==> src/rtl/vector_lane_sequencer.sv <==
`default_nettype none
// ============================================================================
// Module      : vector_lane_sequencer
// Description : Execute-stage front end for the vector lanes. Accepts one
//               decoded vector instruction (fu type, vl, vstart), walks the
//               element range in groups of NUM_LANES, holds while the lanes
//               are busy and reports completion or the first exception.
//               Optional performance counters: define VSEQ_PERF_CNT_EN.
// Revision    : 1.0 - initial release
// ============================================================================
module vector_lane_sequencer #(
    parameter int NUM_LANES = 2,
    parameter int MAXVL     = 128,
    parameter int FU_W      = 3,
    parameter int FU_IDLE   = 0
) (
    input  logic                       CLK,
    input  logic                       nRST,
    input  logic                       inst_valid,
    output logic                       inst_ready,
    input  logic [FU_W-1:0]            inst_fu_type,
    input  logic [$clog2(MAXVL):0]     inst_vl,
    input  logic [$clog2(MAXVL)-1:0]   inst_vstart,
    input  logic                       flush,
    input  logic                       lane_busy,
    input  logic                       lane_exception,
    output logic [FU_W-1:0]            fu_type_out,
    output logic                       issue_valid,
    output logic [$clog2(MAXVL)-1:0]   elem_idx,
    output logic [NUM_LANES-1:0]       lane_en,
    output logic                       last_group,
    output logic                       done,
    output logic                       exc_out,
    output logic [$clog2(MAXVL)-1:0]   exc_idx
`ifdef VSEQ_PERF_CNT_EN
    ,
    output logic [31:0]                perf_groups,
    output logic [31:0]                perf_stalls
`endif
);

    localparam int IDX_W = $clog2(MAXVL);
    localparam int VL_W  = IDX_W + 1;
    // Two extra bits so elem_idx + lane offset can never wrap.
    localparam int EXT_W = IDX_W + 2;
    localparam logic [FU_W-1:0] FU_IDLE_CODE = FU_W'(FU_IDLE);

    typedef enum logic [1:0] {
        S_IDLE = 2'd0,
        S_RUN  = 2'd1,
        S_DONE = 2'd2
    } state_t;

    state_t                 state_q, state_d;
    logic [VL_W-1:0]        vl_q, vl_d;
    logic [IDX_W-1:0]       elem_idx_q, elem_idx_d;
    logic                   exc_flag_q, exc_flag_d;
    logic [IDX_W-1:0]       exc_idx_q, exc_idx_d;
    logic                   inst_ready_q, inst_ready_d;
    logic                   issue_valid_q, issue_valid_d;
    logic [FU_W-1:0]        fu_type_out_q, fu_type_out_d;
    logic [NUM_LANES-1:0]   lane_en_q, lane_en_d;
    logic                   last_group_q, last_group_d;
    logic                   done_q, done_d;
    logic                   exc_out_q, exc_out_d;
    logic                   finish;
    logic [IDX_W-1:0]       next_idx;

    // Lane i is active when its element lies below vl.
    function automatic logic [NUM_LANES-1:0] lanes_active(input logic [IDX_W-1:0] idx,
                                                          input logic [VL_W-1:0]  vl);
        logic [NUM_LANES-1:0] en;
        en = '0;
        for (int i = 0; i < NUM_LANES; i++) begin
            en[i] = (EXT_W'(idx) + EXT_W'(i)) < EXT_W'(vl);
        end
        return en;
    endfunction

    // The group starting at idx covers the tail of the vector.
    function automatic logic is_last(input logic [IDX_W-1:0] idx,
                                     input logic [VL_W-1:0]  vl);
        return (EXT_W'(idx) + EXT_W'(NUM_LANES)) >= EXT_W'(vl);
    endfunction

    // Next-state and next-output computation; outputs are all registered.
    always_comb begin
        state_d       = state_q;
        vl_d          = vl_q;
        elem_idx_d    = elem_idx_q;
        exc_flag_d    = exc_flag_q;
        exc_idx_d     = exc_idx_q;
        inst_ready_d  = inst_ready_q;
        issue_valid_d = issue_valid_q;
        fu_type_out_d = fu_type_out_q;
        lane_en_d     = lane_en_q;
        last_group_d  = last_group_q;
        done_d        = 1'b0;
        exc_out_d     = 1'b0;
        finish        = 1'b0;
        next_idx      = elem_idx_q + IDX_W'(NUM_LANES);

        case (state_q)
            S_IDLE: begin
                if (inst_valid) begin
                    vl_d = inst_vl;
                    if ((inst_vl == '0) || (VL_W'(inst_vstart) >= inst_vl)) begin
                        // Empty range: complete without issuing any group.
                        finish = 1'b1;
                    end else begin
                        state_d       = S_RUN;
                        inst_ready_d  = 1'b0;
                        issue_valid_d = 1'b1;
                        fu_type_out_d = inst_fu_type;
                        elem_idx_d    = inst_vstart;
                        lane_en_d     = lanes_active(inst_vstart, inst_vl);
                        last_group_d  = is_last(inst_vstart, inst_vl);
                    end
                end
            end
            S_RUN: begin
                // While busy every output holds; lanes key off fu_type edges.
                if (!lane_busy) begin
                    if (lane_exception) begin
                        exc_idx_d  = elem_idx_q;
                        exc_flag_d = 1'b1;
                        finish     = 1'b1;
                    end else if (last_group_q) begin
                        finish = 1'b1;
                    end else begin
                        elem_idx_d   = next_idx;
                        lane_en_d    = lanes_active(next_idx, vl_q);
                        last_group_d = is_last(next_idx, vl_q);
                    end
                end
            end
            S_DONE: begin
                state_d      = S_IDLE;
                inst_ready_d = 1'b1;
                exc_flag_d   = 1'b0;
                elem_idx_d   = '0;
            end
            default: begin
                state_d = S_IDLE;
            end
        endcase

        if (finish) begin
            state_d       = S_DONE;
            inst_ready_d  = 1'b0;
            issue_valid_d = 1'b0;
            fu_type_out_d = FU_IDLE_CODE;
            lane_en_d     = '0;
            last_group_d  = 1'b0;
            done_d        = 1'b1;
            exc_out_d     = exc_flag_d;
        end

        // Flush wins over everything else; the last exception index survives.
        if (flush) begin
            state_d       = S_IDLE;
            inst_ready_d  = 1'b1;
            issue_valid_d = 1'b0;
            fu_type_out_d = FU_IDLE_CODE;
            lane_en_d     = '0;
            last_group_d  = 1'b0;
            done_d        = 1'b0;
            exc_out_d     = 1'b0;
            exc_flag_d    = 1'b0;
            elem_idx_d    = '0;
            exc_idx_d     = exc_idx_q;
        end
    end

    // State and output registers with asynchronous active-low reset.
    always_ff @(posedge CLK or negedge nRST) begin
        if (!nRST) begin
            state_q       <= S_IDLE;
            vl_q          <= '0;
            elem_idx_q    <= '0;
            exc_flag_q    <= 1'b0;
            exc_idx_q     <= '0;
            inst_ready_q  <= 1'b1;
            issue_valid_q <= 1'b0;
            fu_type_out_q <= FU_IDLE_CODE;
            lane_en_q     <= '0;
            last_group_q  <= 1'b0;
            done_q        <= 1'b0;
            exc_out_q     <= 1'b0;
        end else begin
            state_q       <= state_d;
            vl_q          <= vl_d;
            elem_idx_q    <= elem_idx_d;
            exc_flag_q    <= exc_flag_d;
            exc_idx_q     <= exc_idx_d;
            inst_ready_q  <= inst_ready_d;
            issue_valid_q <= issue_valid_d;
            fu_type_out_q <= fu_type_out_d;
            lane_en_q     <= lane_en_d;
            last_group_q  <= last_group_d;
            done_q        <= done_d;
            exc_out_q     <= exc_out_d;
        end
    end

    assign inst_ready  = inst_ready_q;
    assign issue_valid = issue_valid_q;
    assign fu_type_out = fu_type_out_q;
    assign elem_idx    = elem_idx_q;
    assign lane_en     = lane_en_q;
    assign last_group  = last_group_q;
    assign done        = done_q;
    assign exc_out     = exc_out_q;
    assign exc_idx     = exc_idx_q;

`ifdef VSEQ_PERF_CNT_EN
    logic [31:0] perf_groups_q, perf_groups_d;
    logic [31:0] perf_stalls_q, perf_stalls_d;

    // Saturating counts of accepted groups and busy RUN cycles.
    always_comb begin
        perf_groups_d = perf_groups_q;
        perf_stalls_d = perf_stalls_q;
        if ((state_q == S_RUN) && !lane_busy && !flush && (perf_groups_q != 32'hFFFF_FFFF)) begin
            perf_groups_d = perf_groups_q + 32'd1;
        end
        if ((state_q == S_RUN) && lane_busy && (perf_stalls_q != 32'hFFFF_FFFF)) begin
            perf_stalls_d = perf_stalls_q + 32'd1;
        end
    end

    // Counters clear only on reset.
    always_ff @(posedge CLK or negedge nRST) begin
        if (!nRST) begin
            perf_groups_q <= '0;
            perf_stalls_q <= '0;
        end else begin
            perf_groups_q <= perf_groups_d;
            perf_stalls_q <= perf_stalls_d;
        end
    end

    assign perf_groups = perf_groups_q;
    assign perf_stalls = perf_stalls_q;
`else
    // Performance counters are not built in this configuration.
`endif

endmodule
`default_nettype wire
==> config.mk <==
export PLATFORM = sky130hd
export DESIGN_NAME = vector_lane_sequencer
export DESIGN_NICKNAME = d
export VERILOG_FILES = /design/src/rtl/vector_lane_sequencer.sv
export SDC_FILE = /design/constraint.sdc
export NUM_CORES = 1
export LEC_CHECK = 0
export CAP_MARGIN = 20
export CORE_UTILIZATION = 40
export CTS_BUF_LIST = sky130_fd_sc_hd__clkbuf_4
export DETAILED_ROUTE_END_ITERATION = 8
export DONT_BUFFER_PORTS = 1
export PLACE_DENSITY = 0.6
export SETUP_SLACK_MARGIN = 0.05
export SYNTH_ARGS = -nofsm -noshare
export SYNTH_HDL_FRONTEND = slang
export SYNTH_SLANG_ARGS = --single-unit
==> constraint.sdc <==
create_clock -name CLK -period 7.7 [get_ports CLK]
set_clock_uncertainty 0.05 [all_clocks]
set_input_delay 0.77 -clock CLK [delete_from_list [all_inputs] [get_ports CLK]]
set_output_delay 0.77 -clock CLK [all_outputs]
set_load 0.05 [all_outputs]
==> results of run 1 <==
-- power by group --
part           internal, mW  total (mW)  switching (mW)
combinational         0.156       0.360           0.204
clock                0.0379       0.104          0.0662
sequential            0.227       0.388           0.161
-- path summary, 6_finish.rpt --
path | startpoint | to | slack (ns) | cells past startpoint
worst max-delay path | elem_idx[1]$_DFFE_PN0P_ | lane_en[1]$_DFFE_PN0P_ | 4.54 | 12
worst min-delay path | nRST | state_q[0]$_DFFE_PN0P_ | 0.06 | 0
worst max register to register | elem_idx[1]$_DFFE_PN0P_ | lane_en[1]$_DFFE_PN0P_ | 4.54 | 12
worst min register to register | exc_flag_q$_DFF_PN0_ | exc_flag_q$_DFF_PN0_ | 0.47 | 2
max in group asynchronous | nRST | inst_ready$_DFFE_PN1P_ | 7.36 | 0
min in group CLK | flush | state_q[1]$_DFFE_PN0P_ | 0.43 | 1
-- state kept, by name, indices dropped and copies added (netlist names) --
register     count
lane_en          2
vl_q             8
elem_idx         7
fu_type_out      3
state_q          2
exc_idx          7
exc_flag_q       1
last_group       1
done             1
exc_out          1
issue_valid      1
inst_ready       1
-- cell usage in the layout (no fill, tap or decap), types with 3 or more instances in the layout --
master,count
nand3_1,12
o2111ai_1,4
o21ai_0,21
xor2_1,4
mux2_2,7
or3_1,3
ha_1,52
inv_1,31
nor3_1,9
nand2_1,36
o21ai_1,6
dfrtp_1,34
nor2_1,21
nand2b_1,3
clkbuf_4,6
xnor2_1,18
nor2b_1,9
and3_1,4
a21oi_1,25
-- synth_stat cells (2+ instances only) --
cell type,number,area (um2)
nand2b_1,3,18.77
xnor2_1,18,157.7
inv_1,31,116.4
nor2_1,21,78.83
o2111ai_1,4,35.03
and2_1,2,12.51
o21a_1,2,15.01
or3_1,3,18.77
xor2_1,4,35.03
and3_1,4,25.02
clkbuf_1,6,22.52
a21oi_1,25,125.1
mux2_2,7,78.83
o21ai_1,6,30.03
o21ai_0,21,105.1
nand3_1,12,60.06
buf_6,2,22.52
ha_1,52,650.6
a21o_1,2,15.01
dfrtp_1,34,850.8
nor3_1,9,45.04
nand3b_1,2,15.01
nor2b_1,9,56.30
nand2_1,36,135.1
mux2i_1,2,20.02
-- per-layer routing --
| metal | track usage, % | routed length (um) | up-vias |
|---|---|---|---|
| met1 | 25.60 | 3397 | 1162 |
| li1 | - | - | 1237 |
| met5 | 0 | 0 | - |
| met4 | 3.495 | 40 | 0 |
| met2 | 31.30 | 3506 | 59 |
| met3 | 5.219 | 427 | 4 |
-- metrics by stage --
stage	hold WS, ns	instances	instance area, um2	power, mW	worst slack [ns]
after floorplan	0.3990	352	3115	0.6732	4.812
after global placement	0.4199	442	3189	0.7450	4.632
after detailed placement	0.4252	442	3189	0.7527	4.565
after CTS	0.03907	450	3243	0.8603	4.531
after global routing	0.01773	450	3243	0.9304	4.275
final	0.05628	450	3243	0.8519	4.535
-- worst max-delay path: cells and delay by family (launching register included) --
kind,cells,cell delay [ns]
compound gates,3,0.43
simple gates,6,1.09
buf+inv,1,0.11
fa+ha+maj,2,0.58
flops,1,0.82
-- kinds of logic after synthesis --
| family | Yosys count | share of synthesized area, % |
|---|---|---|
| AND/OR/NAND/NOR | 113 | 19.20 |
| XOR/XNOR | 22 | 6.185 |
| multiplexers | 9 | 3.173 |
| adder cells (fa/ha/maj) | 52 | 20.88 |
| buffers and inverters | 41 | 5.461 |
| flip-flops | 35 | 28.15 |
| AO/OA/AOI/OAI | 80 | 16.95 |
-- final cells by class --
cell class	instances	area [um2]
Inverter	32	120.1
Tap cell	99	123.9
Multi-Input combinational cell	276	2068
Fill cell	723	4165
Clock inverter	2	8.758
Sequential cell	35	877.1
Clock buffer	6	45.04
==> key figures, run 1 <==
Outcome
  – Run status: finished clean

Worst setup path
  – Crit path max fanout: 9
  – Crit-path slowest cell: dfrtp_1
  – CP peak stage delay: 0.82 ns
  – CP Launch Type: register
  – CP endpoint kind: register
  – Critical path class: register to register
  – Crit path DAT: 3.36 ns
  – Critical Path RT: 7.90 ns
  – Worst path cell trace: ha_1 > nor2b_1 > nor2_1 > inv_1 > and3_1 > nand2_1 > nor3_1 > ha_1 > a21oi_1 > a21oi_1 > or3_1 > o41ai_2

Clocking
  – Longest Clk Path Bufs: 2
  – CTS tree: yes
  – Hold_buf cts: 0
  – CTS Sinks: 35
  – Clock transition at path regs: 0.12 ns
  – H-tree depth: 2
  – Worst-Skew Late Latency: 0.34 ns
  – Root Driver: clkbuf_4
  – CTS buffer count: 5
  – Post-CTS Setup Repair Bufs: 0
  – Post-cts resize count: 0

STA
  – Least-Margin Pin Slew: 0.7034 ns
  – Rel. slew slack: 52.90%
  – Final hold violation count: 0
  – Post-route clock period utilization: 41.10%
  – RSZ-0062 raised after global routing: false
  – Slew Viols, Final: 0
  – Final setup viols: 0
  – Fmax: 316.0 MHz
  – Sum of negative setup slack: 0 ns
  – Crit path time final: 3.165 ns

Floorplan
  – Starting density of the core: 42.05%
  – Core Rows: 31
  – Die Y: 90.26 um
  – Die Width: 90.26 um
  – Core Area: 7408 um2
  – Die area: 8146 um2
  – Ports: 48

Synth
  – Yosys cell types: 60
  – Mean Syn Cell Area: 8.851 um2
  – Cell Area, Synth: 3115 um2
  – Number of synthesized flops with an enable pin: 0
  – Seq/Total Area, Yosys: 28.15%
  – Syn_nets: 428
  – Async S/R FF share, synth: 100.0%
  – Main synth FF type: dfrtp_1
  – FF+latch count, synth: 35
  – Cells after Synth: 352
  – Ys Warns: 0

Routing
  – Vias: 2462
  – Drt wl/cell: 16.38 um
  – Via density: 5.471
  – Total Wirelength: 7370 um
  – DR pass1 iterations: 4
  – DRC: 0
  – Iter 0 DRT Violations: 117
  – Post-route ant nets: 0

Placed design
  – Post-DP HPWL: 5915 um
  – Placer Congestion: 0.8554
  – PortBufs: 0

Power and ir drop
  – Pleak: 1.527 nW
  – Max IR drop VDD: 0.1661 mV
  – P per Cell Area: 262.7 nW/um2

Layout
  – Layout cells sized above 1: 8.547%
  – Nets@finish: 426
  – Diode count: 0
  – Final core occ: 43.78%
  – Area Growth Syn to Fin: 4.096%

Global routing
  – Largest net degree at the start of global routing: 36
  – Global route overflow: 0
  – Total GRT Usage: 19.18%
  – First-pass GRT wire length: 12480 um
  – Initial antenna violation count: 0
  – Via count of the first global-routing pass: 2419

Min path
  – Hold Crit Class: primary input to asynchronous set/reset pin

Job
  – Max Cap Viol: 0
Power figures use the tool's default switching activity.
==> run 2: changes to the inputs <==
--- a/config.mk
+++ b/config.mk
@@ -10,7 +10,7 @@
 export CTS_BUF_LIST = sky130_fd_sc_hd__clkbuf_4
 export DETAILED_ROUTE_END_ITERATION = 8
 export DONT_BUFFER_PORTS = 1
-export PLACE_DENSITY = 0.6
+export PLACE_DENSITY = 0.62
 export SETUP_SLACK_MARGIN = 0.05
 export SYNTH_ARGS = -nofsm -noshare
 export SYNTH_HDL_FRONTEND = slang
==> constraint.sdc (replaced) <==
create_clock -name CLK -period 2.7 [get_ports CLK]
set_clock_uncertainty 0.05 [all_clocks]
set_input_delay 0.27 -clock CLK [delete_from_list [all_inputs] [get_ports CLK]]
set_output_delay 0.27 -clock CLK [all_outputs]
set_load 0.05 [all_outputs]
==> run 2 against run 1 <==
  * The run now ends with negative hold slack left
  * Maximum frequency rose by 23%
  * Clock power rose to 3.0 times the previous value
  * Die area is the same
  * Core utilization up 5.3 points
  * Critical endpoint unchanged
==> key figures, run 2 (synthesized netlist as in run 1, its figures left out) <==
Clocking
  – CTS tree: yes
  – CTS buffer count: 5 (unchanged)
  – Worst-Skew Late Latency: 0.35 ns (about the same)
  – Root Driver: clkbuf_4
  – CTS Sinks: 35 (unchanged)
  – Longest Clk Path Bufs: 2 (unchanged)
  – Clock transition at path regs: 0.12 ns (about the same)
  – H-tree depth: 2 (unchanged)

Floorplan
  – Core Area: 7408 um2 (unchanged)
  – Ports: 48 (unchanged)
  – Core Rows: 31 (unchanged)
  – Starting density of the core: 42.05% (unchanged)
  – Die Width: 90.26 um (unchanged)
  – Die area: 8146 um2 (unchanged)
  – Die Y: 90.26 um (unchanged)

Layout
  – Diode count: 0 (unchanged)
  – Reg with most FFs: vl_q
  – Commonest cells after routing, fill and taps aside: 50 x ha_1, 35 x nand2_1, 30 x dfrtp_1, 28 x inv_1, 24 x a21oi_1
  – Area Growth Syn to Fin: 16.67%
  – Max reg flops: 8 (unchanged)
  – Layout cells sized above 1: 19.22% (+11 points)
  – Final instance area: 3635 um2 (+12%)
  – Nets@finish: 460 (+8.0%)
  – Leading cell type in the layout, fill and taps excluded: ha_1

Worst setup path
  – Crit path DAT: 2.78 ns (-0.58 ns)
  – Flop-to-flop setup slack: 0.13 ns (-4.41 ns)
  – Critical path class: register to register
  – Critical Path RT: 2.91 ns (-4.99 ns)
  – RR Startpoint: elem_idx[1]$_DFFE_PN0P_
  – Worst setup path startpoint: elem_idx[1]$_DFFE_PN0P_
  – Crit path max fanout: 5 (-4)
  – CP endpoint kind: register
  – Worst R2R End: lane_en[1]$_DFFE_PN0P_
  – Length in cells of the worst reg-to-reg path: 12 (unchanged)
  – CP Launch Type: register

Power and ir drop
  – Max IR drop VDD: 0.4191 mV (+150%)
  – P per Cell Area: 738.7 nW/um2 (+180%)
  – Pleak: 1.710 nW (+12%)

Routing
  – DRC: 0 (unchanged)
  – Drt wl/cell: 16.48 um (+0.63%)
  – Post-route ant nets: 0 (unchanged)
  – DR pass1 iterations: 4 (unchanged)
  – Total Wirelength: 7977 um (+8.2%)
  – Vias: 2634 (+7.0%)
  – Via density: 5.442 (-0.53%)
  – Iter 0 DRT Violations: 109 (-6.8%)

STA
  – Final hold violation count: 1 (+1)
  – WHS: -0.003747 ns (-0.06002 ns)
  – Sum of negative setup slack: 0 ns (unchanged)
  – Least-Margin Pin Slew: 0.5952 ns (-0.1082 ns)
  – Fmax: 388.9 MHz (+23%)
  – Slew Viols, Final: 0 (unchanged)
  – RSZ-0062 raised after global routing: true
  – Rel. slew slack: 60.32% (+7.4 points)
  – Final setup viols: 0 (unchanged)
  – Post-route clock period utilization: 95.23% (+54 points)
  – Crit path time final: 2.571 ns (-0.5938 ns)

Placed design
  – PortBufs: 0 (unchanged)
  – Post-DP HPWL: 6156 um (+4.1%)
  – Dpl cell area: 3322 um2 (+4.2%)
  – Placer Congestion: 0.8561 (about the same)

Global routing
  – Via count of the first global-routing pass: 2511 (+3.8%)
  – Initial antenna violation count: 0 (unchanged)
  – First-pass GRT wire length: 12950 um (+3.8%)
  – Total GRT Usage: 19.86% (+0.68 points)
  – Largest net degree at the start of global routing: 36 (unchanged)
  – Global route overflow: 0 (unchanged)

Outcome
  – Run status: finished with violations
  – Failing checks: negative hold slack

Min path
  – Worst min-delay path endpoint: fu_type_out[0]$_DFFE_PN0P_
  – Hold Startpoint: inst_fu_type[0]
  – Hold Crit Depth: 2
  – Hold Crit Class: primary input to register

Job
  – Max Cap Viol: 0 (unchanged)
-- run 2: where the power goes --
group	total, mW	leakage (nW)	internal, mW	switching (mW)
sequential	0.970	0.449	0.655	0.316
combinational	1.40	1.23	0.595	0.810
clock	0.310	0.0317	0.111	0.199
-- run 2: per-stage QoR --
stage	hold WS, ns	std cells	setup WS [ns]	power (mW)	util (%)
after detailed placement	-0.07471	457	0.04397	2.246	44.84
after global routing	0.008745	484	0.007778	2.901	49.06
after CTS	0.001415	479	0.05401	2.602	47.58
after global placement	-0.07461	457	0.1328	2.205	44.84
final	-0.003747	484	0.1288	2.685	49.06
after floorplan	-0.07559	352	0.07327	1.931	-
-- run 2: final cells by class --
cell class / count / area, um2
clock buffer: 6 / 45.04
clock inverter: 2 / 12.51
fill: 680 / 3774
inverter: 32 / 120.1
multi-input combinational: 276 / 2152
sequential: 35 / 882.1
tap: 99 / 123.9
timing repair buffer: 34 / 299.0
-- run 2: worst max path at each step --
stage | to | slack, ns | depth (start not counted)
after CTS | lane_en[1]$_DFFE_PN0P_ | 0.05 | 12
after detailed placement | lane_en[1]$_DFFE_PN0P_ | 0.04 | 12
after global placement | lane_en[1]$_DFFE_PN0P_ | 0.13 | 12
final | lane_en[1]$_DFFE_PN0P_ | 0.13 | 12
after global routing | lane_en[1]$_DFFE_PN0P_ | 0.008 | 11
after floorplan | lane_en[1]$_DFFE_PN0P_ | 0.07 | 11
-- run 2: routing by layer --
layer	share of wire [%]	wire (um)	global-route usage [%]
met1	45	3569	25.93
met2	47	3747	32.57
met3	5.6	446	4.209
met4	2.7	214	6.586
met5	0	0	0
-- run 2: critical path, stage by stage (launching register included) --
cell and delay (ns):
dfrtp_2 0.47, ha_4 0.19, nor2b_4 0.13, nor2_4 0.15, inv_2 0.07, and3_4 0.17, nand2_4 0.06, nor3_2 0.04
ha_1 0.32, a21oi_2 0.12, a21oi_1 0.07, or3_1 0.37, o41ai_2 0.27
-- run 2: repair_timing --
action | CTS | global route
gates resized for setup | 1 | 19
hold endpoints to repair | 47 | 1
setup buffers | 3 | 4
pin swaps | 0 | 11
hold buffers | 11 | 1
endpoints found under the setup margin | 1 | 2
